$ cat config.mk
export PLATFORM = sky130hd
export DESIGN_NAME = ocm_nibble_writer
export DESIGN_NICKNAME = d
export VERILOG_FILES = /design/src/rtl/ocm_nibble_writer.sv
export SDC_FILE = /design/constraint.sdc
export NUM_CORES = 1
export LEC_CHECK = 0
export ABC_AREA = 1
export CAP_MARGIN = 15
export CORE_MARGIN = 3
export CORE_UTILIZATION = 45
export DETAILED_ROUTE_END_ITERATION = 6
export PLACE_DENSITY = 0.67
export SYNTH_ARGS = -nofsm -noshare
export SYNTH_HDL_FRONTEND = slang
export SYNTH_SLANG_ARGS = --single-unit
export TNS_END_PERCENT = 30
$ cat constraint.sdc
create_clock -name clk -period 2.7 [get_ports clk]
set_clock_uncertainty 0.2 [all_clocks]
set_input_delay 0.27 -clock clk [delete_from_list [all_inputs] [get_ports clk]]
set_output_delay 0.27 -clock clk [all_outputs]
set_load 0.005 [all_outputs]
$ cat src/rtl/ocm_nibble_writer.sv
// ocm_nibble_writer
// Write-side companion of the nibble-packed on-chip memory. Coalesces a stream of 4-bit pixel
// writes (20-bit nibble addresses) into 16-bit word writes carrying a per-nibble enable mask.
//
// Two stages:
//   accumulator     : acc_addr_q / acc_data_q / acc_en_q, EMPTY when acc_en_q == 0
//   output register : mem_we / mem_addr / mem_data / mem_nib_en, held until mem_ready
//
// Optional feature: define OCM_WR_TIMEOUT_EN to auto-flush a partial word after
// TIMEOUT_CYCLES idle cycles (8-bit idle counter). Without the macro a partial word is held
// until a word change, a full mask, or an explicit flush.
//
// Simultaneous-event rules:
//   - a word change already sends the held word out this cycle, so a coincident flush does not
//     also push the new nibble; it stays in the accumulator (the caller holds flush until
//     busy falls, so it goes out on a following cycle).
//   - flush acts only if the accumulator was PARTIAL at the start of the cycle; a nibble merged
//     into that word on the same cycle is included in the flushed word.

module ocm_nibble_writer #(
    parameter int unsigned TIMEOUT_CYCLES = 16
) (
    input  logic        clk,
    input  logic        rst_n,
    input  logic        in_valid,
    output logic        in_ready,
    input  logic [19:0] in_addr,
    input  logic [3:0]  in_data,
    input  logic        flush,
    output logic        mem_we,
    input  logic        mem_ready,
    output logic [17:0] mem_addr,
    output logic [15:0] mem_data,
    output logic [3:0]  mem_nib_en,
    output logic        busy
);

    typedef enum logic {
        StEmpty,
        StPartial
    } acc_state_e;

    // Accumulator
    logic [17:0] acc_addr_q, acc_addr_d;
    logic [15:0] acc_data_q, acc_data_d;
    logic [3:0]  acc_en_q,   acc_en_d;
    acc_state_e  acc_state;

    // Handshake / control
    logic        out_free;
    logic        accept;
    logic        flush_req;
    logic        out_load;
    logic [17:0] out_addr;
    logic [15:0] out_data;
    logic [3:0]  out_en;

    // Incoming nibble placed in its lane
    logic [1:0]  in_lane;
    logic [17:0] in_word;
    logic [15:0] lane_mask;
    logic [15:0] lane_data;
    logic [3:0]  lane_en;
    logic [15:0] merged_data;
    logic [3:0]  merged_en;

    // The accumulator state is fully described by its enable mask.
    assign acc_state = (acc_en_q == 4'b0000) ? StEmpty : StPartial;

    // The output register can take a word when it is empty or being drained this cycle.
    assign out_free = !mem_we || mem_ready;
    assign in_ready = out_free;
    assign accept   = in_valid && out_free;
    assign busy     = (acc_state == StPartial) || mem_we;

    assign in_lane     = in_addr[1:0];
    assign in_word     = in_addr[19:2];
    assign lane_mask   = 16'h000F << {in_lane, 2'b00};
    assign lane_data   = {12'h000, in_data} << {in_lane, 2'b00};
    assign lane_en     = 4'b0001 << in_lane;
    // Repeat writes to a lane overwrite it: clear the lane before OR-ing in the new pixel.
    assign merged_data = (acc_data_q & ~lane_mask) | lane_data;
    assign merged_en   = acc_en_q | lane_en;

`ifdef OCM_WR_TIMEOUT_EN
    // Last idle-count value before the auto-flush fires: the flush happens on the edge that
    // closes the TIMEOUT_CYCLES-th idle cycle, so mem_we rises TIMEOUT_CYCLES cycles after
    // the last accept.
    localparam logic [7:0] TimeoutLast = 8'(TIMEOUT_CYCLES - 1);

    logic [7:0] idle_q, idle_d;
    logic       timeout_fire;

    assign timeout_fire = (acc_state == StPartial) && !accept && out_free &&
                          (idle_q >= TimeoutLast);
    assign flush_req    = flush || timeout_fire;

    // Idle counter: restarts on any accept or flush, counts while a partial word sits idle.
    always_comb begin
        idle_d = idle_q;
        if (accept || flush || timeout_fire || (acc_state == StEmpty)) begin
            idle_d = 8'd0;
        end else if (idle_q != 8'hFF) begin
            idle_d = idle_q + 8'd1;
        end
    end

    // Idle counter register.
    always_ff @(posedge clk or negedge rst_n) begin
        if (!rst_n) begin
            idle_q <= 8'd0;
        end else begin
            idle_q <= idle_d;
        end
    end
`else
    logic unused_timeout_cfg;
    assign unused_timeout_cfg = ^TIMEOUT_CYCLES;
    assign flush_req          = flush;
`endif

    // Next accumulator contents and the word (if any) handed to the output register.
    always_comb begin
        acc_addr_d = acc_addr_q;
        acc_data_d = acc_data_q;
        acc_en_d   = acc_en_q;
        out_load   = 1'b0;
        out_addr   = acc_addr_q;
        out_data   = acc_data_q;
        out_en     = acc_en_q;

        if (accept) begin
            unique case (acc_state)
                StEmpty: begin
                    acc_addr_d = in_word;
                    acc_data_d = lane_data;
                    acc_en_d   = lane_en;
                end
                StPartial: begin
                    if (in_word == acc_addr_q) begin
                        if (merged_en == 4'b1111) begin
                            // Word complete: send it straight out and empty the accumulator.
                            out_load   = 1'b1;
                            out_data   = merged_data;
                            out_en     = merged_en;
                            acc_data_d = 16'h0000;
                            acc_en_d   = 4'b0000;
                        end else begin
                            acc_data_d = merged_data;
                            acc_en_d   = merged_en;
                        end
                    end else begin
                        // Word change: held word goes out, new nibble starts a fresh word.
                        out_load   = 1'b1;
                        acc_addr_d = in_word;
                        acc_data_d = lane_data;
                        acc_en_d   = lane_en;
                    end
                end
                default: begin
                end
            endcase
        end

        if (flush_req && (acc_state == StPartial) && out_free && !out_load) begin
            out_load   = 1'b1;
            out_addr   = acc_addr_d;
            out_data   = acc_data_d;
            out_en     = acc_en_d;
            acc_data_d = 16'h0000;
            acc_en_d   = 4'b0000;
        end
    end

    // Accumulator register.
    always_ff @(posedge clk or negedge rst_n) begin
        if (!rst_n) begin
            acc_addr_q <= 18'h00000;
            acc_data_q <= 16'h0000;
            acc_en_q   <= 4'b0000;
        end else begin
            acc_addr_q <= acc_addr_d;
            acc_data_q <= acc_data_d;
            acc_en_q   <= acc_en_d;
        end
    end

    // Output register: loads only when free, otherwise holds until mem_ready drains it.
    always_ff @(posedge clk or negedge rst_n) begin
        if (!rst_n) begin
            mem_we     <= 1'b0;
            mem_addr   <= 18'h00000;
            mem_data   <= 16'h0000;
            mem_nib_en <= 4'b0000;
        end else if (out_load) begin
            mem_we     <= 1'b1;
            mem_addr   <= out_addr;
            mem_data   <= out_data;
            mem_nib_en <= out_en;
        end else if (mem_ready) begin
            mem_we     <= 1'b0;
        end
    end

    // Disabled lanes must read as zero on the memory bus.
    logic [15:0] mem_en_bits;
    assign mem_en_bits = {{4{mem_nib_en[3]}}, {4{mem_nib_en[2]}},
                          {4{mem_nib_en[1]}}, {4{mem_nib_en[0]}}};

    a_disabled_lanes_zero: assert property (
        @(posedge clk) disable iff (!rst_n)
        mem_we |-> ((mem_data & ~mem_en_bits) == 16'h0000)
    );

    // A stalled write must be presented unchanged until the memory takes it.
    a_stall_stable: assert property (
        @(posedge clk) disable iff (!rst_n)
        (mem_we && !mem_ready) |=> (mem_we && $stable(mem_addr) && $stable(mem_data) &&
                                    $stable(mem_nib_en))
    );

    // A write always carries at least one enabled nibble.
    a_nonempty_write: assert property (
        @(posedge clk) disable iff (!rst_n)
        mem_we |-> (mem_nib_en != 4'b0000)
    );

endmodule

==> results of run 1 <==
==> power groups by stage <==
stage / registers, mW / clock network, mW / logic (mW)
2_1_floorplan: 1.78 / 0 / 1.14
3_3_place_gp: 1.78 / 0 / 2.16
3_5_place_dp: 1.80 / 0 / 2.19
4_1_cts: 1.78 / 0.945 / 2.21
5_1_grt: 1.83 / 1.00 / 2.44
6_report: 1.78 / 0.920 / 2.19
==> metal layers <==
layer,GRT usage,up-vias
li1,-,2195
met1,0.283,1994
met2,0.376,129
met3,0.0395,24
met4,0.0805,0
met5,0,-
==> logic make-up (layout without fill, tap and decap cells) <==
| logic type | Yosys count | after routing |
|---|---|---|
| xor+xnor | 4 | 4 |
| buf+inv | 121 | 215 |
| compound gates | 71 | 71 |
| flops | 77 | 77 |
| simple gates | 374 | 374 |
==> layout by cell type (no fill, tap or decap), types with 2 or more instances in the layout <==
cell	instances
buf_4	29
nand2_4	3
nand2_2	3
nand3_1	61
nand4_1	14
nand4_4	2
o21bai_1	5
clkbuf_8	10
o21ai_1	23
a31oi_1	4
nor2_1	30
clkinv_1	4
nor2_2	7
nand2_1	250
a21oi_1	11
xnor2_1	4
inv_6	2
clkdlybuf4s50_1	68
inv_2	22
o21ai_0	24
buf_12	3
dfrtp_1	77
inv_1	71
nor2_4	2
==> timing repair <==
item                      in CTS  in global routing
hold buffers                   1                  0
hold endpoints to repair      77                  0
gates resized for setup        0                  0
==> path summary, 6_finish.rpt <==
check	start	to	slack (ps)	depth (start not counted)
min in group asynchronous	rst_n	acc_addr_q[4]	400	2
max reg2reg	acc_addr_q[14]	acc_en_q[0]	290	11
min	mem_addr[12]	mem_addr[12]	280	2
max	in_addr[16]	acc_en_q[0]	250	11
min reg2reg	mem_addr[12]	mem_addr[12]	280	2
max in group asynchronous	rst_n	acc_data_q[0]	1240	2
==> cell type report <==
cell class	count	area (sq um)
fill	902	3790
multi-input combinational	449	2070
sequential	77	1930
timing repair buffer	101	968
inverter	98	370
tap	129	161
clock buffer	10	138
clock inverter	6	68.8
==> worst max-delay path, delay by kind of cell <==
family,cells,cell delay [ps]
AOI/OAI and AO/OA,1,250
and+or+nand+nor,9,1410
buffers and inverters,1,570
==> flip-flops by register name, indices dropped and copies added, names as in the netlist <==
| name | cells |
|---|---|
| mem_we | 1 |
| mem_data | 16 |
| mem_nib_en | 4 |
| acc_addr_q | 18 |
| acc_en_q | 4 |
| mem_addr | 18 |
| acc_data_q | 16 |
==> metrics.cfg, run 1 <==
[route]
dr_wl_met3_microns=577
post-route-drc-count=0
wirelength_met1_microns=5240
post_drt_via_cell_ratio=4.99
wire_per_inst_microns=13.8
ant_nets=0
wl_met2_microns=5930
via_count=4342
top_layer_used=met4
drt_iter0_drc=205
wirelength_microns=12000
first_pass_iters=5

[synthesis]
synthMuxAreaShare=0
synth_compound_area_frac=0.0881
synth_cell_types=31
syn-cell-area_sq_mm=0.00450
synth_edf_count=0
yosys.area_share.adder=0
async_reset_ff_frac=1.00
synth_top_family_by_area=simple AND/OR/NAND/NOR gates
ys_warn_count=0
synth-simple-area-share=0.362
ys_top_cells_by_area=dfrtp_1, nand2_1, nand3_1, inv_1, o21ai_0
yosysTopAreaCell=dfrtp_1
yosys-top-cells-count=nand2_1, dfrtp_1, inv_1
ys_seq_area_frac=0.428
post-synth-top-count-cell=nand2_1
netlist_instances=647
ys_ff_latch=77
synth_top_area_share=0.428
avgSynthCellArea_sq_um=6.96
synth_nets=676
synth_ff_type=dfrtp_1
synth-xor-area-share=0.00778

[layout]
syn2layout_area_growth_pct=26.7
final_core_util=0.601
final_nets=765
final_area_sq_mm=0.00571
diodes=0
drive_above_1_share=0.126
final_cells=870

[floorplan]
initial_utilization=0.474
fp.dieH_microns=106
rows=35
die_w_microns=106
core_sq_mm=0.00950
num_io_pins=70
design.die.area_sq_mm=0.0112

[timing]
final-hold-violation-count=0
period_share=0.907
setup_viol=0
worstMarginPinSlew_ps=990
fmax_mhz=408
relSlewSlack=0.340
slew_viol_final=0
rsz0062_at_grt=no
finalSetupTns_ps=0
fin_ws_ps=250
holdWs_ps=285
period_needed_ps=2450

[clock_tree]
clkTransAtPathRegs_ps=90
numCtsBuffers=9
cts_tree=built
cts_setup_buffers=0
clk_latency_ps=360
clock_sinks=77
clockRootBuffer=clkbuf_8
htree_num_levels=3
clock_tree.buffer_depth=2

[placed_design]
place_hpwl_microns=8600
pre_cts_slack_ps=-62.7
post_dp_cell_area_sq_mm=0.00549
io_buffers=69
place_inst=853
place_congestion=0.868

[status]
outcome=completed

[pwr]
finalPower_mw=4.88
p_seq_frac=0.364
ir_drop_uv=339
p_leak_nw=2.99
p_int_mw=3.03
power_switching_mw=1.85
powerDensity_mw_per_mm2=855
power.share.combinational=0.448
p_sw_frac=0.378
clkPwrFrac=0.188

[critical_path]
slowest_stage=nor2_1
crit_fanout=12
critPathKind=input port to flip-flop
critical_path.max_stage_delay_ps=670
crit_chain=clkdlybuf4s50_1 > nand2_1 > nand2_1 > nor2_1 > nand2_1 > nor2_4 > nand3_1 > nor2_1 > nor2_1 > nand2_1 > a31oi_1
arrival_ps=2510
cpMostUsedCell=nand2_1
critPathLaunchType=input port
worstPathRequired_ps=2760
worstSetupEndpointType=flip-flop

[grt]
grt.total_usage=0.221
grt-ovfl-total=0
grt_pass1_vias=4124
grt_pass1_wl_microns=20000
antenna_found_initial=0
grt_max_degree=78

[job]
cap_violations=0

[worst_hold_path]
min_path_type=flip-flop to flip-flop

(Power assumes the default switching activity.)
==> run 2: changes to the inputs <==
--- a/config.mk
+++ b/config.mk
@@ -7,7 +7,7 @@
 export LEC_CHECK = 0
 export ABC_AREA = 1
 export CAP_MARGIN = 15
-export CORE_MARGIN = 3
+export CORE_MARGIN = 1
 export CORE_UTILIZATION = 45
 export DETAILED_ROUTE_END_ITERATION = 6
 export PLACE_DENSITY = 0.67
==> run 2 against run 1 <==
Sequential power barely moved. Design area fell by 1.8%. Routed wire length fell by 1.7%. Via count fell by 0.99%. Sequential cell count did not move. Critical endpoint is now busy. Highest routed layer unchanged. Combinational power fell by 4%. Global-route usage rose by 2.0 points. Largest power group unchanged. Worst hold slack got worse by 72 ps. Critical path depth fell by 6.
==> metrics.cfg, run 2 (same netlist as run 1, synthesis figures left out) <==
[route]
wirelength_microns=11800
ant_nets=0
wire_per_inst_microns=13.7
post_drt_via_cell_ratio=4.98
post-route-drc-count=0
drt_iter0_drc=310
first_pass_iters=7
via_count=4299

[critical_path]
critical_path.max_stage_delay_ps=440
crit_family=buffers and inverters
worst-path-stages=5
startpoint=acc_en_q[0]
crit_chain=nor2_1 > nand3_1 > buf_4 > or2_2 > clkdlybuf4s50_1
worstSetupEndpointType=output pin
critPathKind=flip-flop to output pin
rr_worst_depth=13
rr_startpoint=acc_addr_q[10]
worst-path-buf-inv=2
arrival_ps=2120
crit_fanout=9
critPathLaunchType=flip-flop
worstPathRequired_ps=2230
slowest_stage=clkdlybuf4s50_1

[layout]
num-fill-cells=945
final_common_cell=nand2_1
drive_above_1_share=0.111
diodes=0
final_nets=754
reg_top3=acc_addr_q: 18 flops, mem_addr: 18 flops
mostFrequentLayoutCells=nand2_1, dfrtp_1, inv_1, clkdlybuf4s50_1, nand3_1
final_cells=863
final_core_util=0.576
syn2layout_area_growth_pct=24.4

[grt]
grt.total_usage=0.241
grt_pass1_wl_microns=19200
grt-ovfl-total=0
grt_max_degree=45
antenna_found_initial=0
grt_pass1_vias=4072

[clock_tree]
numCtsBuffers=9
cts.repair.resized=0
cts_setup_buffers=0
clock_tree.buffer_depth=2
clockRootBuffer=clkbuf_8
clk_latency_ps=360
cts_tree=built
htree_num_levels=3
clock_sinks=77
clkTransAtPathRegs_ps=80

[placed_design]
io_buffers=69
pre_cts_slack_ps=-30.2
place_congestion=0.916
place_inst=846
place_hpwl_microns=8190

[timing]
fmax_mhz=387
rsz0062_at_grt=no
period_share=0.958
final-hold-violation-count=0
fin_ws_ps=114
setup_viol=0
slew_viol_final=0
worstMarginPinSlew_ps=860
period_needed_ps=2590
relSlewSlack=0.425
finalSetupTns_ps=0

[floorplan]
core_sq_mm=0.00973
num_io_pins=70
rows=36
fp.dieH_microns=102
initial_utilization=0.463
design.die.area_sq_mm=0.0104
die_w_microns=102

[pwr]
p_leak_nw=2.93
finalPower_mw=4.66
powerDensity_mw_per_mm2=832
ir_drop_uv=277

[status]
outcome=completed

[worst_hold_path]
min_path_type=input port to asynchronous set/reset pin

[job]
cap_violations=0

run 2: what timing repair did:
item / 4_1_cts / 5_1_grt
hold endpoints to repair: 33 / 0
hold buffers: 1 / 0
endpoints found under the setup margin: 0 / 0
run 2: worst register-to-register path: cells and delay by family, from the launching register on:
family	cells	cell delay [ps]
buffers and inverters	1	90
DFF	1	380
and+or+nand+nor	12	1700
run 2: where the power goes:
group / total, mW / switching [mW] / internal, mW
logic: 2.10 / 1.11 / 0.995
clock network: 0.778 / 0.446 / 0.332
registers: 1.78 / 0.245 / 1.54
run 2: path summary, 6_finish.rpt:
path	endpoint	slack (ps)
min in group clk	mem_addr[12]	280
min	mem_addr[3]	210
min reg2reg	mem_addr[12]	280
max in group asynchronous	mem_data[8]	1490
max reg2reg	mem_nib_en[2]	260
max	busy	110
run 2: final cells by class:
cell class                      instances  area (sq um)  share of cell area
Clock buffer                           10           128              0.0228
Clock inverter                          6          40.0             0.00714
Inverter                               98           370              0.0661
Multi-Input combinational cell        449          2070               0.370
Sequential cell                        77          1930               0.344
Tap cell                              133           166              0.0297
Timing Repair Buffer                   90           898               0.160
run 2: metal layers:
metal / share of wire / global-route usage
met5: 0 / 0
met3: 0.052 / 0.0390
met4: 0.012 / 0.0901
met2: 0.47 / 0.400
met1: 0.46 / 0.319
run 2: metrics by stage:
step	hold slack (ps)	area, sq um
6_report	213	5600
5_1_grt	244	5600
4_1_cts	219	5600
3_5_place_dp	67.8	5430
3_3_place_gp	60.3	5430
2_1_floorplan	-226	4500
==> edit: new RTL, flow settings as in run 1 <==
The option `OCM_WR_TIMEOUT_EN` is turned on by a define.
--- a/src/rtl/ocm_nibble_writer.sv
+++ b/src/rtl/ocm_nibble_writer.sv
@@ -16,6 +16,8 @@
 //     busy falls, so it goes out on a following cycle).
 //   - flush acts only if the accumulator was PARTIAL at the start of the cycle; a nibble merged
 //     into that word on the same cycle is included in the flushed word.
+
+`define OCM_WR_TIMEOUT_EN
 
 module ocm_nibble_writer #(
     parameter int unsigned TIMEOUT_CYCLES = 16
Check against the original RTL: no difference found for any inputs over 4 cycles, from zero or initial values and one cycle with rst_n low; that may be too few to reach the edited logic, so the function may still have changed.
==> edit against run 1 <==
  * Wire length up 3.0%
  * Synthesized cell count up 4.8%
  * Sequential cell count grew 8
  * Synthesized area rose by 7.5%
  * Worst setup slack improved by 100 ps
  * Total power is 2.8% higher
  * First-iteration DRC count increased by 60%
  * Design area up 5.7%
  * Maximum frequency up 4.4%
  * Sequential share of layout area rose by 1.5 points
  * Highest routed layer unchanged
==> edit: results (changes against run 1) <==
Logic synthesis
  – Synth top area cells: dfrtp_1, nand2_1, inv_1, o21ai_0, nand3_1 (was dfrtp_1, nand2_1, nand3_1, inv_1, o21ai_0)
  – Synth Net Count: 708 (was 676)
  – Top cells by count, synth: nand2_1, inv_1, dfrtp_1, o21ai_0, nand3_1 (was nand2_1, dfrtp_1, inv_1, nand3_1, nor2_1)
  – Main synth FF type: dfrtp_1 (unchanged)
  – Register area share after synthesis: 0.4394 (was 0.4278)
  – Avg Inst Size Synth: 7.140 µm² (was 6.962 µm²)
  – Synthesis Warnings: 0 (unchanged)
  – Post-synthesis cell type count: 37 (was 31)
  – Async S/R FF share, synth: 1.000 (unchanged)

GRT
  – First-pass GRT wire length: 20950 µm (was 20040 µm)
  – Largest net degree at the start of global routing: 48 (was 78)
  – Number of global-route vias before repair: 4467 (was 4124)
  – Antenna violations before repair: 0 (unchanged)
  – GRT Util Overall: 0.2210 (was 0.2215)

Setup path
  – R2R setup slack: 500 ps (was 290 ps)
  – Arr. time, crit path: 1880 ps (was 2510 ps)
  – Reg-to-reg endpoint: mem_data[14] (was acc_en_q[0])
  – R2R cell count: 14 (was 11)
  – Origin of the critical flop-to-flop path: idle_q[0] (was acc_addr_q[14])
  – CP Max Fanout: 6 (was 12)
  – Crit path from: acc_en_q[1] (was in_addr[16])

Clocking
  – Postcts setup bufs: 0 (unchanged)
  – Clk buf depth: 2 (unchanged)
  – Root Buffer: clkbuf_8 (unchanged)
  – Number of buffers inserted during clock tree synthesis: 9 (unchanged)
  – Clk_lat worst skew: 360 ps (about the same)
  – H-tree levels: 3 (unchanged)
  – Reg clk slew, reported paths: 90 ps (about the same)

Cells and area
  – ANT cells: 0 (unchanged)
  – Biggest regs: acc_addr_q x18, mem_addr x18 (unchanged)
  – Nets: 788 (was 765)
  – Fraction of layout cells with a size suffix above 1: 0.1101 (was 0.1255)

Route
  – Vias per cell: 5.101 (was 4.991)
  – DRC violations left: 0 (unchanged)
  – Final wirelength: 12350 µm (was 11990 µm)
  – First-pass iteration count of the detailed router: 5 (unchanged)
  – Vias: 4586 (was 4342)
  – DR iter-0 viols: 327 (was 205)

STA
  – Worst Tran Pin Value: 523.1 ps (was 989.7 ps)

Placed design
  – Placer Congestion: 0.9182 (was 0.8675)
  – Pre-CTS WS: 114.6 ps (was -62.73 ps)
  – Placed Instances: 882 (was 853)
  – # port buffers: 69 (unchanged)
  – Post-DP HPWL: 9013 µm (was 8597 µm)

Outcome
  – Status: finished, final reports clean (unchanged)

Pwr
  – Leakage: 3.062 nW (was 2.990 nW)
  – Max IR drop VDD: 0.3672 mV (was 0.3387 mV)

Min path
  – Worst hold path class: in2async (was reg2reg)
[edit: cell count changes after synthesis, moves of 5 or more]
cell | run 1 | this run
o21ai_1 | 23 | 7
o221ai_1 | 0 | 9
dfrtp_1 | 77 | 85
inv_1 | 71 | 90
nand3_1 | 61 | 47
nand2_1 | 250 | 239
buf_4 | 7 | 1
o21ai_0 | 24 | 56
inv_2 | 22 | 16
o21ai_2 | 0 | 5
a21oi_1 | 11 | 6
nand2_2 | 3 | 8
[edit: timing repair]
item,CTS,global route
endpoints found under the hold margin,38,0
resized for setup,0,0
hold buffers,1,0
[edit: critical path, stage by stage, from the launching register on]
cell and delay [ps]:
dfrtp_1 430, inv_1 90, nand4_1 190, buf_4 230, inv_1 90, nand2_1 50
clkdlybuf4s50_1 440
[edit: cell families after synthesis]
kind of cell               Yosys count  share of synthesized area
xor gates and xnor gates             2                   0.003619
AOI/OAI and AO/OA                   91                     0.1086
buffers and inverters              129                     0.1098
adders and majority gates            1                   0.002584
and+or+nand+nor                    370                     0.3360
DFF                                 85                     0.4394
[edit: per-layer routing]
metal | vias up | part of all wire | track usage | wire [µm]
met5 | - | 0 | 0 | 0
met2 | 154 | 0.49 | 0.3666 | 6017
li1 | 2297 | - | - | -
met1 | 2121 | 0.44 | 0.2953 | 5405
met3 | 14 | 0.060 | 0.03876 | 747
met4 | 0 | 0.015 | 0.06679 | 180
[edit: how the worst max path moves through the flow]
stage,slack [ps],cells after the start,end
after floorplan,790,14,mem_data[14]
after global placement,150,11,mem_data[10]
after detailed placement,110,13,mem_data[6]
after CTS,300,6,busy
after global routing,220,6,busy
final,350,6,busy
[edit: cell type report]
class                      count  area (µm²)
clock buffer                   9       123.9
clock inverter                 7       98.84
fill                         985        4385
inverter                     106       397.9
multi-input combinational    464        2187
sequential                    85        2127
tap                          136       170.2
timing repair buffer          92       925.9
[edit: through the flow]
stage	total power, mW	cell area, µm²	hold WS (ps)
after floorplan	3.023	4841	-225.6
after global placement	3.999	5798	81.79
after detailed placement	4.050	5798	91.70
after CTS	5.075	6031	230.4
after global routing	5.420	6031	259.3
final	5.016	6031	214.8
[edit: power breakdown]
group          total (mW)  internal (mW)  switching, mW
clock network        1.01          0.526          0.488
logic                2.11          0.995           1.11
registers            1.90           1.66          0.241
total                5.02           3.18           1.84
